### src/rtl/updown_ramp_ctrl.sv
// -----------------------------------------------------------------------------
// updown_ramp_ctrl
//
// Round-robin sequencer sharing one 4-bit up/down counter between two
// requesters. A granted requester gets its start value loaded into the
// counter. The counter then steps one count per cycle toward the stop value,
// and a one-cycle done pulse is returned to that requester at the end.
//
// Build option:
//   UPDOWN_RAMP_TRIANGLE_EN  - when defined, the counter ramps back from the
//                              stop value to the start value before finishing
//                              (triangle). When undefined, done follows the
//                              first ramp directly.
//
// Ports:
//   clk               clock, rising edge
//   rst               synchronous active-high reset
//   req[1:0]          per-requester request, held high until its done
//   start0 / stop0    ramp endpoints for requester 0
//   start1 / stop1    ramp endpoints for requester 1
//   gnt[1:0]          registered one-hot grant
//   done[1:0]         one-cycle completion pulse to the granted requester
//   busy              high in every state except IDLE
//   count[3:0]        counter value
//   dir               registered step direction (0 = up, 1 = down)
// -----------------------------------------------------------------------------
module updown_ramp_ctrl (
  input  logic       clk,
  input  logic       rst,
  input  logic [1:0] req,
  input  logic [3:0] start0,
  input  logic [3:0] stop0,
  input  logic [3:0] start1,
  input  logic [3:0] stop1,
  output logic [1:0] gnt,
  output logic [1:0] done,
  output logic       busy,
  output logic [3:0] count,
  output logic       dir
);

  localparam int DATA_W = 4;

  typedef enum logic [2:0] {
    S_IDLE   = 3'd0,
    S_LOAD   = 3'd1,
    S_RUN    = 3'd2,
    S_RETURN = 3'd3,
    S_DONE   = 3'd4
  } state_t;

  state_t            state;
  state_t            state_nxt;

  logic              last;       // requester granted most recently
  logic [DATA_W-1:0] op_start;   // endpoints latched at grant time
  logic [DATA_W-1:0] op_stop;

  logic              any_req;
  logic              win;        // index of the requester that wins arbitration
  logic [DATA_W-1:0] sel_start;
  logic [DATA_W-1:0] sel_stop;
  logic              req_g;      // request line of the current grantee
  logic [DATA_W-1:0] count_step;

  // One count toward the target. The FSM never steps past an in-range
  // target, so the clamp at the rails is only a guard against wrap-around.
  function automatic logic [DATA_W-1:0] step_sat(input logic [DATA_W-1:0] v,
                                                 input logic              down);
    logic [DATA_W-1:0] r;
    if (down) begin
      r = (v == '0) ? v : v - 1'b1;
    end else begin
      r = (v == '1) ? v : v + 1'b1;
    end
    return r;
  endfunction

  // Arbitration: a tie goes to the requester that was not served last.
  always_comb begin
    any_req = |req;
    if (req == 2'b11) begin
      win = ~last;
    end else begin
      win = req[1];
    end
    sel_start = win ? start1 : start0;
    sel_stop  = win ? stop1  : stop0;
  end

  assign req_g      = |(req & gnt);
  assign count_step = step_sat(count, dir);

  // State register
  always_ff @(posedge clk) begin
    if (rst) begin
      state <= S_IDLE;
    end else begin
      state <= state_nxt;
    end
  end

  // Next-state logic; a dropped request aborts any active state.
  always_comb begin
    state_nxt = state;
    case (state)
      S_IDLE: begin
        if (any_req) begin
          state_nxt = S_LOAD;
        end
      end
      S_LOAD: begin
        if (!req_g) begin
          state_nxt = S_IDLE;
        end else if (op_start == op_stop) begin
          state_nxt = S_DONE;
        end else begin
          state_nxt = S_RUN;
        end
      end
      S_RUN: begin
        if (!req_g) begin
          state_nxt = S_IDLE;
        end else if (count_step == op_stop) begin
`ifdef UPDOWN_RAMP_TRIANGLE_EN
          state_nxt = S_RETURN;
`else
          state_nxt = S_DONE;
`endif
        end
      end
`ifdef UPDOWN_RAMP_TRIANGLE_EN
      S_RETURN: begin
        if (!req_g) begin
          state_nxt = S_IDLE;
        end else if (count_step == op_start) begin
          state_nxt = S_DONE;
        end
      end
`endif
      S_DONE: begin
        state_nxt = S_IDLE;
      end
      default: begin
        state_nxt = S_IDLE;
      end
    endcase
  end

  // Grant, direction, counter and round-robin pointer
  always_ff @(posedge clk) begin
    if (rst) begin
      gnt   <= 2'b00;
      dir   <= 1'b0;
      count <= '0;
      last  <= 1'b1;
    end else begin
      case (state)
        S_IDLE: begin
          if (any_req) begin
            gnt  <= win ? 2'b10 : 2'b01;
            dir  <= (sel_stop < sel_start);
            last <= win;
          end
        end
        S_LOAD: begin
          if (req_g) begin
            count <= op_start;
          end else begin
            gnt <= 2'b00;
          end
        end
        S_RUN: begin
          if (req_g) begin
            count <= count_step;
`ifdef UPDOWN_RAMP_TRIANGLE_EN
            // Turn around on the edge that lands on the stop value.
            if (count_step == op_stop) begin
              dir <= ~dir;
            end
`endif
          end else begin
            gnt <= 2'b00;
          end
        end
`ifdef UPDOWN_RAMP_TRIANGLE_EN
        S_RETURN: begin
          if (req_g) begin
            count <= count_step;
          end else begin
            gnt <= 2'b00;
          end
        end
`endif
        S_DONE: begin
          gnt <= 2'b00;
        end
        default: begin
          gnt <= 2'b00;
        end
      endcase
    end
  end

  // Ramp endpoints are captured only at grant; later input changes are ignored.
  always_ff @(posedge clk) begin
    if ((state == S_IDLE) && any_req) begin
      op_start <= sel_start;
      op_stop  <= sel_stop;
    end
  end

  // Outputs decoded from state
  always_comb begin
    busy = (state != S_IDLE);
    done = (state == S_DONE) ? gnt : 2'b00;
  end

endmodule

### config.mk
export PLATFORM = sky130hd
export DESIGN_NAME = updown_ramp_ctrl
export DESIGN_NICKNAME = d
export VERILOG_FILES = /design/src/rtl/updown_ramp_ctrl.sv
export SDC_FILE = /design/constraint.sdc
export NUM_CORES = 1
export LEC_CHECK = 0
export BUFFER_PORTS_ARGS = -buffer_cell sky130_fd_sc_hd__clkbuf_2
export CORE_UTILIZATION = 57
export CTS_CLUSTER_DIAMETER = 50
export CTS_CLUSTER_SIZE = 28
export DETAILED_ROUTE_END_ITERATION = 10
export GPL_ROUTABILITY_DRIVEN = 0
export GPL_TIMING_DRIVEN = 0
export PLACE_DENSITY = 0.84
export SLEW_MARGIN = 15
export SYNTH_ARGS = -nofsm -noshare
export SYNTH_HDL_FRONTEND = slang
export SYNTH_SLANG_ARGS = --single-unit
### constraint.sdc
create_clock -name clk -period 5.8 [get_ports clk]
set_input_delay 0.58 -clock clk [delete_from_list [all_inputs] [get_ports clk]]
set_output_delay 0.58 -clock clk [all_outputs]
set_load 0.02 [all_outputs]
# Word level (Yosys, flattened, before mapping)

Cells that the tools add are included.

Word-level logic and storage cells: 56
Register bits: 19
Output and inout bits: 10

Bitwise logic cells: 2
Reduce and logical (&&, ||, !) cells: 12
Magnitude comparators: 1
Add/sub/neg operators: 2
Mux-type cells: 20
Eq/ne operators: 12

Operators with widths:

| kind                | number |
|---|---|
| $mux 4              | 7 |
| $mux 3              | 5 |
| $pmux 3 s3          | 1 |
| $eq 4x4->1          | 2 |
| $mux 2              | 4 |
| $ne 2x2->1 const B  | 4 |
| $pmux 4 s2          | 1 |
| $reduce_and 2->1    | 3 |
| $reduce_or 2->1     | 3 |
| $add 4x1->4 const B | 1 |
| $eq 4x4->1 const B  | 1 |
| $logic_not 4->1     | 1 |
| $lt 4x4->1          | 1 |
| $pmux 2 s2          | 1 |
| $sub 4x1->4 const B | 1 |
| $eq 3x1->1 const B  | 1 |
| $eq 3x2->1 const B  | 1 |
| $eq 3x3->1 const B  | 1 |
| $logic_not 3->1     | 1 |
| $ne 3x3->1 const B  | 1 |
| $reduce_and 3->1    | 1 |
| $reduce_bool 3->1   | 1 |
| $and 2x2->2         | 1 |
| $eq 2x2->1 const B  | 1 |
| 4 further kinds     | 4 |

# Depth between registers and ports, before layout

Word-level depth: 7
Depth in mapped cells: 8
Depth with buffers taken out: 7

# Worst setup path before layout

OpenSTA, ideal clock, no wires.

Kind: input port to flip-flop
Start point: input req[1]
End point: register dir
Arrival time: 2.181 ns
Buffers on the path: 1
Stages: 7
Slack: 3.528 ns
Cell sequence: a21boi_1 -> buf_2 -> mux2_2 -> ha_1 -> a31o_1 -> a21o_1 -> a311oi_1

Cells in the longest elaborated chain, start to end: 4
Elaborated cells between the ends (all ways): 7
Those cells by class: 1 x order compare; 1 x eq/ne; 3 x mux; 2 x reduce/logical

Ends and longest elaborated chain:

| item                  | RTL line | source |
|---|---|---|
| from (decl)           | 30       | `input logic [1:0] req,` |
| $eq 2x2->1            | 82       | `if (req == 2'b11) begin` |
| $mux 1 (*)            | 82       |  |
| $mux 4 (*)            | 88       | `sel_stop = win ? stop1 : stop0;` |
| named net sel_stop[1] | 62       | `logic [DATA_W-1:0] sel_stop;` |
| $lt 4x4->1 (*)        | 162      | `dir <= (sel_stop < sel_start);` |
| to (signal assigned)  | 162      |  |
| to (decl)             | 39       | `output logic dir` |

Mark *: on every way through the listed nets, which the timed path passes. The rest lies on a longest branch.
A chain may end at the register's enable or synchronous reset.

# Worst setup path after layout

Start point: register count[1]
End point: register state[2]

Cells in the longest elaborated chain, start to end: 6
Elaborated cells between the ends (all ways): 10
Those cells by class: 2 x add/sub; 3 x eq/ne; 3 x mux; 2 x reduce/logical

Ends and longest elaborated chain:

| item                                | RTL line | source |
|---|---|---|
| from (decl)                         | 38       | `output logic [3:0] count,` |
| from (signal assigned)              | 168      | `count <= op_start;` |
| from (signal assigned)              | 175      | `count <= count_step;` |
| $add 4x1->4 (tied with other cells) | 74       | `r = (v == '1) ? v : v + 1'b1;` |
| $mux 4 (on tied branches)           | 74, 72   |  |
| $mux 4 (*)                          | 71       | `if (down) begin` |
| $eq 4x4->1 (*)                      | 124      | `end else if (count_step == op_stop) begin` |
| $ne 3x3->1 (no line) (*)            | n/a      |  |
| $reduce_and 2->1 (no line) (*)      | n/a      |  |
| to (signal assigned)                | 99       | `state <= state_nxt;` |
| to (decl)                           | 52       | `state_t state;` |

Mark *: on every way between the ends. The rest lies on a longest branch, timed or not.

==> impl_metrics.py <==
metrics = {
    "status": {
        "status": "complete, no violations",
    },
    "floorplanning": {
        "core_area_sq_um": 2212,
        "design.portCount": 30,
        "dieArea_sq_um": 2531,
        "fp.dieH_microns": 50.31,
        "placementRows": 17,
        "starting_density_pct": 60.12,
        "floorplan.die.width_microns": 50.31,
    },
    "logic_synthesis": {
        "mappedNetlistNets": 162,
        "synth-warning-count": 0,
        "synth.distinct_cells": 59,
        "mappedNetlistArea_sq_um": 1330,
        "share_of_synthesized_flip_flops_with_an_asynchronous_set_or_reset_pct": 0,
        "post_synth_main_area_contributors": "sky130_fd_sc_hd__edfxtp_1 18%, sky130_fd_sc_hd__dfxtp_1 17%, sky130_fd_sc_hd__mux2_2 5.1%, sky130_fd_sc_hd__ha_1 4.7%, sky130_fd_sc_hd__nor2_1 3.4%",
        "synth_largest_area_cell": "sky130_fd_sc_hd__edfxtp_1",
        "ys_seq_area_share_pct": 34.62,
        "synth_flop_cell": "sky130_fd_sc_hd__dfxtp_1",
        "ys_seq_elements": 19,
        "synth-edff-count": 8,
        "synth.top_cell.area_share_pct": 18.06,
        "syn-mean-instance-area_sq_um": 9.708,
        "synthCells": 137,
    },
    "global_routing": {
        "grt.overflow.total": 0,
        "number_of_antenna_violations_at_the_first_check_in_global_routing": 0,
        "grt_pass1_wl_mm": 4.968,
        "grt_start_max_net_pins": 12,
        "via_count_of_the_first_global_routing_pass": 1133,
        "globalRouteTotalUtil_pct": 26.41,
    },
    "layout": {
        "area.growth.synth_to_final_pct": 15.62,
        "drive_gt1_share_pct": 30.00,
        "utilization_pct": 69.51,
        "most-common-layout-cells": "29 x sky130_fd_sc_hd__clkbuf_2, 12 x sky130_fd_sc_hd__nor2_1, 11 x sky130_fd_sc_hd__inv_1, 11 x sky130_fd_sc_hd__dfxtp_1, 8 x sky130_fd_sc_hd__edfxtp_1",
        "leading_cell_type_in_the_layout_fill_and_taps_excluded": "sky130_fd_sc_hd__clkbuf_2",
        "fin_nets": 196,
        "diodes": 0,
    },
    "sta": {
        "setup_viol_count_final": 0,
        "finalCritPeriodShare_pct": 41.68,
        "setup_total_negative_slack_ps": 0,
        "final_critical_period_ps": 2417,
        "finClkSkew_ps": 12.30,
        "final-hold-violation-count": 0,
        "drv_slew": 0,
        "final_critical_path_setup_slack_ps": 3383,
        "max_slew.worst_pin.slew_ps": 607.6,
        "rsz_0062_raised_after_global_routing": "no",
        "timing.max_slew.rel_slack_pct": 59.06,
        "max_freq_ghz": 0.4137,
    },
    "hold_path": {
        "worstHoldEndpoint": "last$_SDFFE_PP1P_",
        "worst_hold_path.num_cells": 2,
        "hold_path.startpoint": "last$_SDFFE_PP1P_",
        "worstHoldPathType": "reg2reg",
    },
    "route": {
        "avgRoutedWirePerCell_microns": 14.93,
        "ant_nets": 0,
        "post_drt_via_cell_ratio": 5.924,
        "routed-via-count": 1173,
        "initialDrtViolationCount": 34,
        "drt_wl_total_mm": 2.957,
        "detail_route.first_pass.iterations": 4,
        "number_of_drc_violations_after_detailed_routing": 0,
    },
    "placement": {
        "detailedPlacementHpwl_mm": 2.365,
        "io_buffers": 29,
        "dp_worst_setup_slack_ps": 3111,
    },
    "cts": {
        "cts_inserted_buffers": 3,
        "postCtsResizedCells": 0,
        "tritoncts_clock_tree": "yes",
        "clk_path_buf_depth": 2,
        "h-tree-depth": 1,
        "hold_buf_cts": 0,
        "postCtsSetupRepairBufs": 0,
        "cts_root_buf": "sky130_fd_sc_hd__clkbuf_4",
        "cts.sinks": 19,
        "clk-insertion-delay-late_ps": 300,
        "cts.clk_slew.worst_paths_ps": 110,
    },
    "power_and_ir_drop": {
        "design_power_total_uw": 316.8,
        "power_density_nw_per_um2": 206.0,
        "leakagePower_nw": 0.6694,
        "max-vdd-ir-drop_uv": 179.7,
    },
    "setup_path": {
        "cp_slowest_stage_delay_ps": 550,
        "crit_type": "reg2reg",
        "r2r-start": "count[1]$_SDFFE_PP0P_",
        "rr_worst_depth": 6,
        "worst_ep_arrival_time_ps": 2670,
        "worst_path_cell_with_the_longest_stage_delay": "sky130_fd_sc_hd__mux4_1",
        "worst_setup_path_startpoint": "count[1]$_SDFFE_PP0P_",
        "endpoint_kind": "flop",
        "critical_path_maximum_fanout": 8,
        "reg2reg_setup_slack_ps": 3380,
        "setup.worst_path.start_class": "flop",
        "worstReg2RegEnd": "state[2]$_SDFFE_PP0P_",
        "sequence_of_cells_on_the_critical_path": "inv_1 -> ha_1 -> mux4_1 -> xnor2_1 -> a2111oi_1 -> a41o_1",
        "worst_ep_required_time_ps": 6050,
    },
    "flow_run": {
        "timing.max_cap.violations": 0,
    },
}
## metal layers
layer  track usage (%)  vias up  routed length, microns
met5                 0        -                       0
met4             12.96        0                      50
met3             4.242        6                     139
met2             47.11       41                    1584
met1             30.27      546                    1183
li1                  -      580                       -
## critical path: cells and delay by family, from the launching register on
family,cells,cell delay (ps)
muxes,1,550
DFF,1,510
AOI/OAI and AO/OA,2,730
adders and majority gates,1,260
xor gates and xnor gates,1,160
buffers and inverters,1,160
## flip-flops by register name, summed over array words and instances (netlist names)
signal / count
state: 3
gnt: 2
op_stop: 4
op_start: 4
last: 1
count: 4
dir: 1
## cells by family (layout without fill, tap and decap cells)
kind of cell             Yosys count  count (layout)  synth area share (%)
AO/OA/AOI/OAI                     35              35                 20.32
XOR/XNOR                           6               6                 3.951
adder cells (fa/ha/maj)            5               5                 4.704
buffers and inverters             17              50                 6.397
flip-flops                        19              19                 34.62
multiplexers                      11              11                 10.16
AND/OR/NAND/NOR                   44              44                 19.85
## metrics by stage
stage | cell area (sq um) | hold slack [ps] | std cells
floorplan | 1330 | 480.4 | 137
global placement | 1510 | 496.7 | 194
detailed placement | 1510 | 523.0 | 194
CTS | 1538 | 549.6 | 198
global route | 1538 | 552.0 | 198
finish | 1538 | 553.1 | 198
## final cells by class
type                            count  area [sq um]
Sequential cell                    19         460.4
Clock inverter                      1         5.005
Tap cell                           28         35.03
Fill cell                         175         674.4
Clock buffer                        3         22.52
Timing Repair Buffer               29         145.1
Buffer                              6         43.79
Multi-Input combinational cell    101         784.5
Inverter                           11         41.29
## synthesized netlist by cell type, types with 2 or more instances
master / number
sky130_fd_sc_hd__buf_6: 2
sky130_fd_sc_hd__mux2i_1: 3
sky130_fd_sc_hd__nor2_1: 12
sky130_fd_sc_hd__nand3b_1: 2
sky130_fd_sc_hd__dfxtp_1: 11
sky130_fd_sc_hd__xnor2_1: 5
sky130_fd_sc_hd__o21bai_1: 2
sky130_fd_sc_hd__ha_1: 5
sky130_fd_sc_hd__nand3_1: 2
sky130_fd_sc_hd__nor2b_1: 2
sky130_fd_sc_hd__inv_1: 11
sky130_fd_sc_hd__edfxtp_1: 8
sky130_fd_sc_hd__a311oi_1: 2
sky130_fd_sc_hd__nand2b_1: 2
sky130_fd_sc_hd__a21oi_1: 4
sky130_fd_sc_hd__mux2_2: 6
sky130_fd_sc_hd__a31o_1: 2
sky130_fd_sc_hd__a22oi_1: 3
sky130_fd_sc_hd__a21o_1: 2
sky130_fd_sc_hd__and3_1: 4
sky130_fd_sc_hd__a2bb2oi_1: 2
sky130_fd_sc_hd__nand2_1: 5
sky130_fd_sc_hd__buf_2: 2
sky130_fd_sc_hd__o21ai_0: 3
## where the power goes
part	switching [mW]	internal [mW]	total, mW
combinational	0.0466	0.0418	0.0884
clock	0.0403	0.0257	0.0660
sequential	0.0104	0.152	0.162
## worst max-delay path by stage
stage	slack (ps)	endpoint	cells past startpoint
2_1_floorplan	3530	dir$_SDFFE_PP0P_	7
3_3_place_gp	3220	dir$_SDFFE_PP0P_	8
3_5_place_dp	3110	dir$_SDFFE_PP0P_	8
4_1_cts	3410	dir$_SDFFE_PP0P_	8
5_1_grt	3240	state[2]$_SDFFE_PP0P_	7
6_report	3380	state[2]$_SDFFE_PP0P_	6
Note: power is estimated with default switching activity, not from simulation.
